$ cat config.mk
export PLATFORM = sky130hd
export DESIGN_NAME = raster_scan_ctrl
export DESIGN_NICKNAME = d
export VERILOG_FILES = /design/src/rtl/raster_pkg.sv /design/src/rtl/bbox_clip.sv /design/src/rtl/raster_scan_ctrl.sv
export SDC_FILE = /design/constraint.sdc
export NUM_CORES = 1
export LEC_CHECK = 0
export CAP_MARGIN = 0
export CORE_ASPECT_RATIO = 1.75
export CORE_MARGIN = 1.5
export CORE_UTILIZATION = 50
export CTS_CLUSTER_SIZE = 24
export DETAILED_ROUTE_END_ITERATION = 12
export PLACE_DENSITY = 0.89
export SLEW_MARGIN = 20
export SYNTH_ARGS = -nofsm -noshare
export SYNTH_HDL_FRONTEND = slang
export SYNTH_SLANG_ARGS = --single-unit
$ cat constraint.sdc
create_clock -name clk -period 10.52 [get_ports clk]
set_clock_uncertainty 0.15 [all_clocks]
set_input_delay 2.104 -clock clk [delete_from_list [all_inputs] [get_ports clk]]
set_output_delay 2.104 -clock clk [all_outputs]
set_load 0.03 [all_outputs]
$ cat src/rtl/raster_pkg.sv
// Shared definitions for the raster stage: screen defaults, sequencer states,
// and the coordinate clamp used by the bounding-box logic.
package raster_pkg;

  localparam int H_RES_DEF = 640;
  localparam int V_RES_DEF = 480;
  localparam int EVAL_BITS = 10;

  typedef enum logic [2:0] {
    IDLE,
    SETUP,
    SCAN,
    DRAIN,
    DONE
  } state_t;

  // Saturate a signed coordinate into the legal pixel range [0, limit].
  function automatic logic [EVAL_BITS-1:0] clamp(input int value, input int limit);
    logic [EVAL_BITS-1:0] r;
    if (value < 0) r = '0;
    else if (value > limit) r = limit[EVAL_BITS-1:0];
    else r = value[EVAL_BITS-1:0];
    return r;
  endfunction

endpackage

$ cat src/rtl/bbox_clip.sv
// Combinational screen-clipped bounding box of three signed vertices, with
// detection of boxes that fall entirely off screen.
module bbox_clip
  import raster_pkg::*;
#(
  parameter int INT_BITS = 10,
  parameter int H_RES    = H_RES_DEF,
  parameter int V_RES    = V_RES_DEF
) (
  input  logic signed [INT_BITS:0] x_0,
  input  logic signed [INT_BITS:0] y_0,
  input  logic signed [INT_BITS:0] x_1,
  input  logic signed [INT_BITS:0] y_1,
  input  logic signed [INT_BITS:0] x_2,
  input  logic signed [INT_BITS:0] y_2,
  output logic [EVAL_BITS-1:0]     xmin,
  output logic [EVAL_BITS-1:0]     xmax,
  output logic [EVAL_BITS-1:0]     ymin,
  output logic [EVAL_BITS-1:0]     ymax,
  output logic                     empty
);

  localparam int CW = INT_BITS + 2;

  // One guard bit so the signed compares never overflow.
  logic signed [CW-1:0] xs0, xs1, xs2, ys0, ys1, ys2;
  logic signed [CW-1:0] xlo, xhi, ylo, yhi;

  assign xs0 = $signed({x_0[INT_BITS], x_0});
  assign xs1 = $signed({x_1[INT_BITS], x_1});
  assign xs2 = $signed({x_2[INT_BITS], x_2});
  assign ys0 = $signed({y_0[INT_BITS], y_0});
  assign ys1 = $signed({y_1[INT_BITS], y_1});
  assign ys2 = $signed({y_2[INT_BITS], y_2});

  always_comb begin
    xlo = xs0;
    xhi = xs0;
    ylo = ys0;
    yhi = ys0;
    if (xs1 < xlo) xlo = xs1;
    if (xs2 < xlo) xlo = xs2;
    if (xs1 > xhi) xhi = xs1;
    if (xs2 > xhi) xhi = xs2;
    if (ys1 < ylo) ylo = ys1;
    if (ys2 < ylo) ylo = ys2;
    if (ys1 > yhi) yhi = ys1;
    if (ys2 > yhi) yhi = ys2;
  end

  assign empty = (int'(xhi) < 0) || (int'(xlo) >= H_RES) ||
                 (int'(yhi) < 0) || (int'(ylo) >= V_RES);

  assign xmin = clamp(int'(xlo), H_RES - 1);
  assign xmax = clamp(int'(xhi), H_RES - 1);
  assign ymin = clamp(int'(ylo), V_RES - 1);
  assign ymax = clamp(int'(yhi), V_RES - 1);

endmodule

$ cat src/rtl/raster_scan_ctrl.sv
// Triangle scan sequencer: accepts one triangle, walks its clipped bounding box
// in raster order through the external evaluator, and emits covered fragments.
module raster_scan_ctrl
  import raster_pkg::*;
#(
  parameter int evalBits    = EVAL_BITS,
  parameter int intBits     = 10,
  parameter int decimalBits = 3,
  parameter int H_RES       = H_RES_DEF,
  parameter int V_RES       = V_RES_DEF
) (
  input  logic                               clk,
  input  logic                               rst_n,
  // Both streams use valid/ready: a transfer happens on a rising edge where
  // valid and ready are both high; valid holds its payload until then.
  input  logic                               tri_valid,
  output logic                               tri_ready,
  input  logic signed [intBits:0]            x_0,
  input  logic signed [intBits:0]            y_0,
  input  logic signed [intBits:0]            x_1,
  input  logic signed [intBits:0]            y_1,
  input  logic signed [intBits:0]            x_2,
  input  logic signed [intBits:0]            y_2,
  output logic signed [intBits:0]            vx_0,
  output logic signed [intBits:0]            vy_0,
  output logic signed [intBits:0]            vx_1,
  output logic signed [intBits:0]            vy_1,
  output logic signed [intBits:0]            vx_2,
  output logic signed [intBits:0]            vy_2,
  output logic [evalBits-1:0]                eval_x,
  output logic [evalBits-1:0]                eval_y,
  input  logic [intBits+decimalBits:0]       lambda_0,
  input  logic [intBits+decimalBits:0]       lambda_1,
  input  logic [intBits+decimalBits:0]       lambda_2,
  input  logic                               in_tris,
  output logic                               frag_valid,
  input  logic                               frag_ready,
  output logic [evalBits-1:0]                frag_x,
  output logic [evalBits-1:0]                frag_y,
  output logic [intBits+decimalBits:0]       frag_l0,
  output logic [intBits+decimalBits:0]       frag_l1,
  output logic [intBits+decimalBits:0]       frag_l2,
  output logic                               busy,
  output logic                               tri_done
);

  state_t              state;
  logic [evalBits-1:0] xmin, xmax, ymin, ymax;
  logic                empty;
  logic                consume;

  // Box is derived from the latched vertices, so it stays stable for the whole scan.
  bbox_clip #(
    .INT_BITS (intBits),
    .H_RES    (H_RES),
    .V_RES    (V_RES)
  ) u_bbox (
    .x_0   (vx_0),
    .y_0   (vy_0),
    .x_1   (vx_1),
    .y_1   (vy_1),
    .x_2   (vx_2),
    .y_2   (vy_2),
    .xmin  (xmin),
    .xmax  (xmax),
    .ymin  (ymin),
    .ymax  (ymax),
    .empty (empty)
  );

  assign consume = !frag_valid || frag_ready;

  always_ff @(posedge clk or negedge rst_n) begin
    if (!rst_n) begin
      state      <= IDLE;
      tri_ready  <= 1'b1;
      busy       <= 1'b0;
      tri_done   <= 1'b0;
      frag_valid <= 1'b0;
      eval_x     <= '0;
      eval_y     <= '0;
      frag_x     <= '0;
      frag_y     <= '0;
      frag_l0    <= '0;
      frag_l1    <= '0;
      frag_l2    <= '0;
      vx_0       <= '0;
      vy_0       <= '0;
      vx_1       <= '0;
      vy_1       <= '0;
      vx_2       <= '0;
      vy_2       <= '0;
    end else begin
      tri_done <= 1'b0;
      case (state)
        IDLE: begin
          if (tri_valid && tri_ready) begin
            vx_0      <= x_0;
            vy_0      <= y_0;
            vx_1      <= x_1;
            vy_1      <= y_1;
            vx_2      <= x_2;
            vy_2      <= y_2;
            tri_ready <= 1'b0;
            busy      <= 1'b1;
            state     <= SETUP;
          end
        end
        SETUP: begin
          if (empty) begin
            tri_done <= 1'b1;
            state    <= DONE;
          end else begin
            eval_x <= xmin;
            eval_y <= ymin;
            state  <= SCAN;
          end
        end
        SCAN: begin
          if (consume) begin
            if (in_tris) begin
              frag_x     <= eval_x;
              frag_y     <= eval_y;
              frag_l0    <= lambda_0;
              frag_l1    <= lambda_1;
              frag_l2    <= lambda_2;
              frag_valid <= 1'b1;
            end else begin
              frag_valid <= 1'b0;
            end
            if (eval_x == xmax) begin
              eval_x <= xmin;
              eval_y <= eval_y + 1'b1;
            end else begin
              eval_x <= eval_x + 1'b1;
            end
            if (eval_x == xmax && eval_y == ymax) state <= DRAIN;
          end
        end
        DRAIN: begin
          if (consume) begin
            frag_valid <= 1'b0;
            tri_done   <= 1'b1;
            state      <= DONE;
          end
        end
        DONE: begin
          tri_ready <= 1'b1;
          busy      <= 1'b0;
          state     <= IDLE;
        end
        default: state <= IDLE;
      endcase
    end
  end

endmodule

After elaboration in Yosys (flattened, before gate mapping) --
Cells that the tools add are included.
Cells by class: add/subtract/negate cells 2, $lt $le $gt $ge 18, eq/ne operators 12, muxes and demuxes 41, reduce and logical (&&, ||, !) cells 18
Operators with widths (number):
- $mux W10 | 14
- $mux W12 | 8
- $lt A12 B1 Y1 const B | 4
- $pmux W10 S2 | 2
- $gt A11 B12 Y1 | 2
- $gt A12 B10 Y1 const B | 2
- $gt A12 B11 Y1 const B | 2
- $lt A11 B12 Y1 | 2
- $gt A11 B11 Y1 | 2
- $lt A11 B11 Y1 | 2
- $add A10 B1 Y10 const B | 2
- $eq A10 B10 Y1 | 2
- $mux W3 | 5
- $ge A12 B10 Y1 const B | 1
- $ge A12 B11 Y1 const B | 1
- $ne A2 B2 Y1 const B | 6
- $pmux W3 S4 | 1
- $reduce_and A3 Y1 | 3
- $pmux W1 S2 | 4
- $reduce_and A4 Y1 | 2
- $mux W1 | 7
- $eq A3 B2 Y1 const B | 2
- $reduce_bool A2 Y1 | 3
- $logic_or A1 B1 Y1 | 4
- other kinds (6) | 8
Word-level totals: bits in registers 155, input bits 113, output and inout bits 152, word-level logic and storage cells 109

Logic depth before layout (Yosys ltp) --
depth in word-level cells 12, gate-level depth with buffers 27, depth with buffers taken out 23

By module --
Synthesis repeated with hierarchy kept, for this count alone.
Second synthesis, totals: cells, all modules 941, area, all modules 9960.8 um^2
By module, submodules not included:
- raster_scan_ctrl | times used 1, cells each 475, area each 6635.1 um^2, sequential area each 3880.0 um^2
- bbox_clip | times used 1, cells each 466, area each 3325.7 um^2, sequential area each 0.0 um^2

Worst setup path before layout --
OpenSTA, ideal clock, no wires.
path kind reg2reg, start reg vx_0[2], end reg eval_y[9], library setup time 83 ps, arrival 5928 ps, data required time 10287 ps, setup slack 4359 ps, stages on the path, launching flop included 25, buffers on the path 3, period minus slack after synthesis 6161 ps, path through dfrtp_1 inv_1 ha_1 a21o_1 a21o_1 a211o_1 o211ai_2 buf_2 mux2i_1 ha_1 a22oi_1 nand4b_1 a21oi_1 or4_1 a21o_1 clkbuf_1 buf_1 mux2_2 nor2_1 nand2_1 o311ai_0 nand3_1 a221o_1 or4_1 o21ai_0
Between the ends: word-level cells in the longest chain between the ends 10, elaborated cells on any way between the ends 20, those cells by class order compare (7); eq/ne (3); mux (6); reduce/logical (4)
Ends and longest elaborated chain:
- from (decl) | line raster_scan_ctrl.sv:24 | output logic signed [intBits:0] vx_0,
- from (signal assigned) | line raster_scan_ctrl.sv:87 | vx_0 <= '0;
- from (signal assigned) | line raster_scan_ctrl.sv:98 | vx_0 <= x_0;
- $gt A11 B11 Y1 / $lt A11 B11 Y1 (equally long branches) | line bbox_clip.sv:43, bbox_clip.sv:41
- $mux W12 (on tied branches) | line bbox_clip.sv:43, bbox_clip.sv:41
- $gt A11 B12 Y1 / $lt A11 B12 Y1 (equally long branches) | line bbox_clip.sv:44, bbox_clip.sv:42
- $mux W12 (on tied branches) | line bbox_clip.sv:44, bbox_clip.sv:42
- $gt A12 B11 Y1 (tied with other cells) | line raster_pkg.sv:21 | else if (value > limit) r = limit[EVAL_BITS-1:0];
- $mux W10 / $logic_or A1 B1 Y1 (equally long branches) | line raster_pkg.sv:21, bbox_clip.sv:51
- $mux W10 / $logic_or A1 B1 Y1 (equally long branches) | line raster_pkg.sv:20, bbox_clip.sv:51
- $eq A10 B10 Y1 / $logic_or A1 B1 Y1 (equally long branches) | line raster_scan_ctrl.sv:131, bbox_clip.sv:52
- $ne A2 B2 Y1 (no line)
- $reduce_and A4 Y1 (no line) (*)
- to (signal assigned) | line raster_scan_ctrl.sv:115 | eval_y <= ymin;
- to (signal assigned) | line raster_scan_ctrl.sv:133 | eval_y <= eval_y + 1'b1;
- to (decl) | line raster_scan_ctrl.sv:31 | output logic [evalBits-1:0] eval_y,
Mark *: on every way between the ends. The rest lies on a longest branch, timed or not. A chain may end at the register's enable or synchronous reset.

Worst setup path in the final report --
start reg vx_0[6], end reg eval_y[9]
The elaborated chain is that of the path after synthesis.

==> results.md <==
* Max FO, Critical Path at 20
* Final setup vio count at 0
* Seq/Total Area, Yosys at 0.3937
* Via count at 8864
* Asr flop ratio synth at 1.000
* RD Place Congestion at 0.9954
* Final Cell Area at 13330 um2
* CP Data Required Time at 10.73 ns
* Area Growth Syn to Fin at 35.23%
* Final Hold Fails at 0
* Dpl cell area at 12720 um2
* Outcome: finished, final reports clean
* RSZ-0062 raised after global routing: false
* TritonCTS Buffers at 17
* Post-route ant nets at 0
* Input/output buffers at 264
* CTS sink cnt at 155
* Hold slack at 0.3439 ns
* Diodes inserted at 0
* CP Capture Type: register
* DR pass1 iterations at 5
* Final nets at 1410
* First-pass GRT wire length at 48530 um
* Count of flip-flops with a built-in enable after synthesis at 0
* Worst path max stage delay at 0.80 ns
* Core area at 19200 um2
* Gate Count Post-Synth at 979
* Path type of the worst setup path: reg2reg
* Synth cell types at 68
* Placed cells at 1453
* Crit-path leading delay family: compound AO/OA/AOI/OAI gates
* Synth Flop Type: dfrtp_1
* CP max-delay cell: o211ai_2
* DRT iter0 DRCs at 459
* Avg Inst Size Synth at 10.07 um2
* Leakage at 6.231 nW
* Synth Register Bits at 155
* Startpoint types: register
* # DRC at 0
* Ports at 265
* Area contributors post-synth: dfrtp_1 39%, mux2_2 16%, ha_1 8.3%
* Relative slew slack at 0.3445
* Critical path buffer and inverter count at 1
* Top cell type's share of synthesized area at 0.3910
* Max Cap Viol at 0
* Setup_tns at 0 ns
* Final Core Density at 0.6943
* Rows at 67
* Clk buf depth at 2
* Post-DP HPWL at 22760 um
* Power Density at 94.52 nW/um2
* Share of cells above drive strength 1 at 0.1566
* Tmin final at 7.169 ns
* Post-DR wirelength/cell at 20.37 um
* VDD IR max at 0.0001762 V
* Critical Path Most Common Cell: o21ai_0
* Initial Util at 0.5134
* Fmax at 0.1395 GHz
* Die X at 109.1 um
* Largest net degree at the start of global routing at 80
* DRT Wirelength at 30270 um
* Number of gates resized after CTS at 0
* Tcrit/Tclk final at 0.6815
* CTS tree: done
* Clock Latency Late Sink at 0.45 ns
* Fin. max-slew vios at 0
* Net Count, Synth at 1157
* Synthesized area at 9856 um2
* Die ar. at 20600 um2
* H-tree Lvls at 4
* Setup repair bufs after CTS at 0
* Die Y at 188.7 um
* Synth warn at 0
* Worst-path clk slew at 0.06 ns
* Global-route usage over all layers at 0.3063
* Overflow after GRT at 0
* Arr. time, crit path at 7.38 ns
* Min-Delay Path Class: reg2reg
* Vias per Instance at 5.965
* Area leader, netlist: dfrtp_1
* Critical Path, Cell by Cell: inv_1 > ha_1 > a21o_1 > a211oi_1 > o21ai_0 > o211ai_2 > mux2i_1 > ha_1 > nor2b_1 > o211ai_1 > a21boi_0 > o21ai_0 > a21o_1 > mux2i_1 > a21oi_1 > nor4bb_1 > o211a_1 > nand3_1 > a221o_1 > or4_1 > o21ai_0
* Initial antenna violation count at 0
* Clock root buffer: clkbuf_16
* Post-CTS Hold Fix Bufs at 0
* Non-Filler Instances at 1486
* Vias in the first global route at 9363
* Pin slew with the least headroom to its limit at 0.9803 ns
## cell usage after synthesis, types with 4 or more instances
cell type  number
dfrtp_1       154
mux2_2        139
inv_1          66
ha_1           65
nor2_1         65
nand2_1        58
mux2i_1        56
a21oi_1        54
o21ai_0        52
clkbuf_1       29
nand3_1        22
a211oi_1       16
nand4_1        15
and3_1         14
nor3_1         13
a21o_1         12
o22ai_1        10
a31oi_1         9
a22oi_1         8
nand2b_1        7
nor2b_1         7
o211ai_1        7
buf_2           6
or3_1           6
o31a_1          5
nor4_1          4
o31ai_1         4
or2_2           4
## layout make-up
type	count	area, um2
Clock inverter	11	108.9
Timing Repair Buffer	272	2724
Tap cell	241	301.5
Sequential cell	155	3880
Inverter	66	247.7
Clock buffer	21	470.5
Multi-Input combinational cell	720	5595
Fill cell	1390	5869
## where the power goes
group          leakage [nW]  total (mW)  internal (mW)  switching, mW
clock network         0.273       0.607          0.346          0.261
registers              2.07       0.596          0.596              0
logic                  3.88      0.0569         0.0378         0.0191
total                  6.23        1.26          0.980          0.280
## cell usage in the layout (no fill, tap or decap), types with 21 or more instances in the layout
master,instances
o21ai_0,52
nand2_1,58
nor2_1,65
inv_1,66
nand3_1,21
a21oi_1,54
clkdlybuf4s50_1,263
ha_1,65
mux2i_1,56
dfrtp_1,154
mux2_2,139
## worst reg2reg max path: cells and delay by family (launching register included)
kind                       cells  cell delay, ns
AOI/OAI and AO/OA             12            3.71
and+or+nand+nor                4            1.08
muxes                          2            1.05
adders and majority gates      2            0.63
DFF                            1            0.40
buffers and inverters          1            0.08
## flip-flops by register name (all words and copies together) (netlist names)
signal and flops:
frag_l0 14, frag_l1 14, frag_l2 14, vx_0 11, vx_1 11, vx_2 11
vy_0 11, vy_1 11, vy_2 11, eval_x 10, eval_y 10, frag_x 10
frag_y 10, state 3, busy 1, frag_valid 1, tri_done 1, tri_ready 1
## cell families after synthesis
kind of cell	Yosys count	synth area share
and+or+nand+nor	229	0.1129
AOI/OAI and AO/OA	225	0.1489
muxes	196	0.2172
DFF	155	0.3937
buffers and inverters	104	0.04037
adders and majority gates	65	0.08252
xor gates and xnor gates	5	0.004444
## per-stage QoR
stage          setup slack (ns)  power (mW)
6_report                  3.351       1.260
4_1_cts                   3.484       1.269
3_5_place_dp              3.530      0.6631
2_1_floorplan             4.359      0.6079
3_3_place_gp              3.734      0.6620
5_1_grt                   2.688       1.298
## per-layer routing
layer,GRT usage,wire length [um],vias up
met5,0,0,-
met4,0.1523,1188,0
met3,0.07921,2285,94
li1,-,-,4110
met2,0.5373,15870,416
met1,0.3333,10930,4244
## worst paths after layout
check / end / slack [ns] / start / depth (start not counted)
worst min register to register: frag_x[8] / 0.34 / frag_x[8] / 2
worst min-delay path: frag_x[8] / 0.34 / frag_x[8] / 2
worst max register to register: eval_y[9] / 3.35 / vx_0[6] / 21
worst max-delay path: eval_y[9] / 3.35 / vx_0[6] / 21
max in group asynchronous: tri_ready / 7.56 / rst_n / 3
min in group asynchronous: frag_l1[0] / 1.49 / rst_n / 1
(Power assumes the default switching activity.)
